## src/rtl/age_arb_pipe.sv

```systemverilog
// Pipelined oldest-first arbiter. A binary tree of 2-input age comparators
// picks the oldest valid request, with one register stage per tree level.
// Equal timestamps are resolved by a rotating round-robin pointer. The whole
// pipeline stalls while the output holds an unaccepted winner.
module age_arb_pipe #(
  parameter int N_IN       = 8,
  parameter int TIME_WIDTH = 8,
  parameter int IDX_W      = 3,
  parameter int WRAP_CMP   = 0
) (
  input  logic                       clk,
  input  logic                       reset,
  input  logic [N_IN-1:0]            in_valid,
  input  logic [N_IN*TIME_WIDTH-1:0] in_time,
  output logic                       in_ready,
  output logic                       out_valid,
  output logic [TIME_WIDTH-1:0]      out_time,
  output logic [IDX_W-1:0]           out_index,
  output logic [N_IN-1:0]            out_grant,
  input  logic                       out_ready
);

  localparam int LVL = $clog2(N_IN);

  // Stage l holds the winners of tree level l+1; only the low N_IN>>(l+1)
  // entries of each stage carry meaning, the rest simply sit at zero.
  logic                  valid_q [LVL][N_IN];
  logic                  valid_d [LVL][N_IN];
  logic [TIME_WIDTH-1:0] time_q  [LVL][N_IN];
  logic [TIME_WIDTH-1:0] time_d  [LVL][N_IN];
  logic [IDX_W-1:0]      idx_q   [LVL][N_IN];
  logic [IDX_W-1:0]      idx_d   [LVL][N_IN];
  logic [IDX_W-1:0]      rkey_q  [LVL][N_IN];
  logic [IDX_W-1:0]      rkey_d  [LVL][N_IN];
  logic [IDX_W-1:0]      rr_ptr_q;
  logic [IDX_W-1:0]      rr_ptr_d;

  logic                  advance;
  logic                  a_v, b_v, a_win;
  logic [TIME_WIDTH-1:0] a_t, b_t;
  logic [IDX_W-1:0]      a_i, b_i, a_k, b_k;

  // The oldest valid side wins; equal times go to the smaller rotated key.
  function automatic logic a_wins(
    input logic                  av,
    input logic [TIME_WIDTH-1:0] at,
    input logic [IDX_W-1:0]      ak,
    input logic                  bv,
    input logic [TIME_WIDTH-1:0] bt,
    input logic [IDX_W-1:0]      bk
  );
    logic [TIME_WIDTH-1:0] diff;
    logic                  older;
    diff = at - bt;
    if (WRAP_CMP != 0) older = (at != bt) & diff[TIME_WIDTH-1];
    else               older = (at < bt);
    return av & (!bv | older | ((at == bt) & (ak < bk)));
  endfunction

  assign out_valid = valid_q[LVL-1][0];
  assign out_time  = time_q[LVL-1][0];
  assign out_index = idx_q[LVL-1][0];
  assign advance   = !out_valid | out_ready;
  assign in_ready  = advance;

  // Grant is the one-hot form of the registered winner index.
  always_comb begin
    out_grant = '0;
    if (out_valid) out_grant[out_index] = 1'b1;
  end

  // Round-robin pointer moves past the winner only when it is accepted.
  always_comb begin
    rr_ptr_d = rr_ptr_q;
    if (out_valid & out_ready) rr_ptr_d = out_index + IDX_W'(1);
  end

  // Comparator tree: every stage holds on stall, otherwise each node takes
  // the winner of its two children (ports for level 1, previous stage above).
  always_comb begin
    a_v = 1'b0; b_v = 1'b0; a_win = 1'b0;
    a_t = '0;   b_t = '0;
    a_i = '0;   b_i = '0;   a_k = '0; b_k = '0;
    for (int l = 0; l < LVL; l++) begin
      for (int n = 0; n < N_IN; n++) begin
        valid_d[l][n] = valid_q[l][n];
        time_d[l][n]  = time_q[l][n];
        idx_d[l][n]   = idx_q[l][n];
        rkey_d[l][n]  = rkey_q[l][n];
      end
    end
    if (advance) begin
      for (int l = 0; l < LVL; l++) begin
        for (int n = 0; n < N_IN; n++) begin
          if (n < (N_IN >> (l + 1))) begin
            if (l == 0) begin
              a_v = in_valid[2*n];
              a_t = in_time[(2*n)*TIME_WIDTH +: TIME_WIDTH];
              a_i = IDX_W'(2*n);
              a_k = IDX_W'(2*n) - rr_ptr_q;
              b_v = in_valid[2*n+1];
              b_t = in_time[(2*n+1)*TIME_WIDTH +: TIME_WIDTH];
              b_i = IDX_W'(2*n+1);
              b_k = IDX_W'(2*n+1) - rr_ptr_q;
            end else begin
              a_v = valid_q[l-1][2*n];
              a_t = time_q[l-1][2*n];
              a_i = idx_q[l-1][2*n];
              a_k = rkey_q[l-1][2*n];
              b_v = valid_q[l-1][2*n+1];
              b_t = time_q[l-1][2*n+1];
              b_i = idx_q[l-1][2*n+1];
              b_k = rkey_q[l-1][2*n+1];
            end
            a_win         = a_wins(a_v, a_t, a_k, b_v, b_t, b_k);
            valid_d[l][n] = a_v | b_v;
            time_d[l][n]  = a_win ? a_t : b_t;
            idx_d[l][n]   = a_win ? a_i : b_i;
            rkey_d[l][n]  = a_win ? a_k : b_k;
          end
        end
      end
    end
  end

  // Pipeline and pointer registers; reset discards everything in flight.
  always_ff @(posedge clk) begin
    if (reset) begin
      for (int l = 0; l < LVL; l++) begin
        for (int n = 0; n < N_IN; n++) begin
          valid_q[l][n] <= 1'b0;
          time_q[l][n]  <= '0;
          idx_q[l][n]   <= '0;
          rkey_q[l][n]  <= '0;
        end
      end
      rr_ptr_q <= '0;
    end else begin
      for (int l = 0; l < LVL; l++) begin
        for (int n = 0; n < N_IN; n++) begin
          valid_q[l][n] <= valid_d[l][n];
          time_q[l][n]  <= time_d[l][n];
          idx_q[l][n]   <= idx_d[l][n];
          rkey_q[l][n]  <= rkey_d[l][n];
        end
      end
      rr_ptr_q <= rr_ptr_d;
    end
  end

endmodule
```

## config.mk

```make
export PLATFORM = sky130hd
export DESIGN_NAME = age_arb_pipe
export DESIGN_NICKNAME = d
export VERILOG_FILES = /design/src/rtl/age_arb_pipe.sv
export SDC_FILE = /design/constraint.sdc
export NUM_CORES = 1
export LEC_CHECK = 0
export CORE_MARGIN = 4
export CORE_UTILIZATION = 45
export CTS_CLUSTER_DIAMETER = 30
export CTS_CLUSTER_SIZE = 28
export DETAILED_ROUTE_END_ITERATION = 16
export PLACE_DENSITY = 0.73
export SLEW_MARGIN = 20
export SYNTH_ARGS = -nofsm -noshare
export SYNTH_HDL_FRONTEND = slang
export SYNTH_SLANG_ARGS = --single-unit
```

## constraint.sdc

```tcl
create_clock -name clk -period 4.3 [get_ports clk]
set_input_delay 0.645 -clock clk [delete_from_list [all_inputs] [get_ports clk]]
set_output_delay 0.645 -clock clk [all_outputs]
set_load 0.01 [all_outputs]
```

==> out/summary.txt <==
outcome: complete, no violations
Max Clk Rate: 313 MHz
Slew headroom: 0.333
Fin. Hold Viols: 0
clk slew on worst S/H paths: 60 ps
Die Span X: 126 µm
Worst-Margin Slew: 994 ps
clock root buffer: clkbuf_16
vias in the first global route: 5,630
DPL Wire Length: 11.9 mm
dominant cells by area after synthesis: dfxtp_1 (31%), ha_1 (14%), nor2_1 (8.2%)
chip height: 126 µm
final setup fails: 0
initial antenna violation count: 0
Synth Flop Type: dfxtp_1
Startpoint Class: primary input
area of the multi-input gates: 3760 µm²
Seq/Total Area, Yosys: 0.307
routed vias: 5,857
RSZ-0062 raised after global routing: no
Slew Viols, Final: 0
WL per Instance: 16.5 µm
clk_skew: 11.0 ps
post-CTS setup buffer count: 0
I/O Pins: 96
Mean Syn Cell Area: 7.97 µm²
setup_tns: 0 ps
CP Class: in -> reg
Cell Area, Synth: 6320 µm²
most frequent cell after synthesis: nor2_1
synthesized flop and latch total: 97
ys async rst share: 0
Syn Nets: 937
CTS Hold Buffers Added: 0
CTS tree: done
HP Class: reg -> reg
RePlAce Congestion: 0.851
GRT Total Usage: 0.210
PostCTS Resize Cnt: 0
CP Max Fanout: 12
total power: 0.00266 W
max_cap viols: 0
register area: 1940 µm²
largest net degree at the start of global routing: 159
DR pass1 iterations: 5
worst-case clock buffer depth: 2
Fillers: 1,347
Worst setup EP type: flop
Yosys Warn Count: 0
Syn-to-layout area delta: 19.0%
clk_lat worst skew: 350 ps
I/O Buffers: 95
VDD IR max: 0.000245 V
critical path data arrival time: 3380 ps
routed vias/inst: 5.74
DRT iter0 DRCs: 499
TritonCTS Sinks: 97
DRC: 0
first-pass GRT wire length: 28.0 mm
full die area: 16,000 µm²
Core Area: 13,800 µm²
Overflow after GRT: 0
Total Nets Final: 981
Final Critical Period: 3200 ps
total routed wirelength: 16.8 mm
final worst-path cycle share: 0.743
# rows: 43
Worst EP required: 4480 ps
Starting Density: 0.457
Leak Pwr: 3.15 nW
n_diodes: 0
H-tree Lvls: 3
Synth cell types: 50
Post-Synthesis Cells: 792
TritonCTS Buffers: 9
number of flops mapped to enable cells by yosys: 0
ANT nets after route: 0
Power Density: 354 nW/µm²
share of layout cells above drive strength 1: 0.0440
top-area cell type share of the netlist area: 0.307
area leader, netlist: dfxtp_1
Commonest cells post-synth: nor2_1 (138), dfxtp_1 (97), inv_1 (76)
worst paths after layout:
kind / slack, ps / startpoint / cells after the start / to
min: 470 / idx_q[0][46]$_SDFFE_PP0P_ / 2 / idx_q[0][46]$_SDFFE_PP0P_
min reg2reg: 470 / idx_q[0][46]$_SDFFE_PP0P_ / 2 / idx_q[0][46]$_SDFFE_PP0P_
max reg2reg: 1200 / rr_ptr_q[0]$_SDFFE_PP0P_ / 10 / rkey_q[0][23]$_SDFFE_PP0P_
max: 1100 / in_time[57] / 9 / time_q[0][32]$_SDFFE_PP0P_
registers in the layout (all words and copies together), names as in the netlist:
signal	count
time_q	56
rkey_q	18
idx_q	13
valid_q	7
rr_ptr_q	3
layer usage:
layer  up-vias  routed length [µm]  track usage
met5         -                   0            0
met4         0                 370       0.0757
met3        27                 838       0.0282
met2       159                7790        0.350
met1      2709                7830        0.279
li1       2962                   -            -
power breakdown:
group	internal (W)	leakage, nW	switching (W)
clock network	0.000445	0.139	0.000339
registers	0.00101	0.807	0.000102
logic	0.000350	2.21	0.000411
total	0.00181	3.15	0.000852
critical path: stages:
cell and delay, ps:
clkdlybuf4s50_1 480, inv_1 40, ha_1 280, nor2b_1 130
o211ai_1 160, a21oi_1 100, o31ai_2 700, and2_1 630
a2111oi_0 220
cell usage in the layout (no fill, tap or decap), types with 6 or more instances in the layout:
master / synthesis / routed
nor3_1: 26 / 26
a211oi_1: 44 / 44
buf_4: 11 / 8
o211ai_1: 9 / 9
a21oi_1: 44 / 44
nand4_1: 21 / 21
a2111oi_0: 29 / 29
clkdlybuf4s50_1: 0 / 94
nor2_1: 138 / 138
nand3_1: 11 / 11
nand2b_1: 7 / 7
o311a_1: 22 / 22
dfxtp_1: 97 / 97
clkbuf_16: 0 / 9
a2111oi_2: 7 / 7
nor4_1: 26 / 26
o21ai_0: 16 / 16
nor2b_1: 9 / 8
a21o_1: 6 / 6
nand2_1: 19 / 19
ha_1: 70 / 70
inv_1: 76 / 76
metrics by stage:
stage                      util  hold WS, ps  instance area (µm²)  std cells  worst slack, ps
final                     0.544          470                 7520       1020             1100
after global routing      0.544          506                 7520       1020              861
after CTS                 0.544          472                 7520       1020             1080
after detailed placement  0.524          457                 7240       1005              701
after global placement    0.524          445                 7240       1005              783
after floorplan               -          432                 6320        792             1710
final cells by class:
| class | count | share of cell area |
|---|---|---|
| multi-input cells | 547 | 0.500 |
| repair buffers | 104 | 0.136 |
| well taps | 180 | 0.0300 |
| inverters | 77 | 0.0384 |
| clock inverters | 4 | 0.00599 |
| clock buffers | 11 | 0.0310 |
| flip-flops and latches | 97 | 0.258 |
logic make-up after synthesis:
| kind of cell | synth area share |
|---|---|
| and+or+nand+nor | 0.197 |
| AOI/OAI and AO/OA | 0.250 |
| buffers and inverters | 0.0988 |
| DFF | 0.307 |
| adders and majority gates | 0.139 |
| xor gates and xnor gates | 0.00832 |
(Power assumes the default switching activity.)
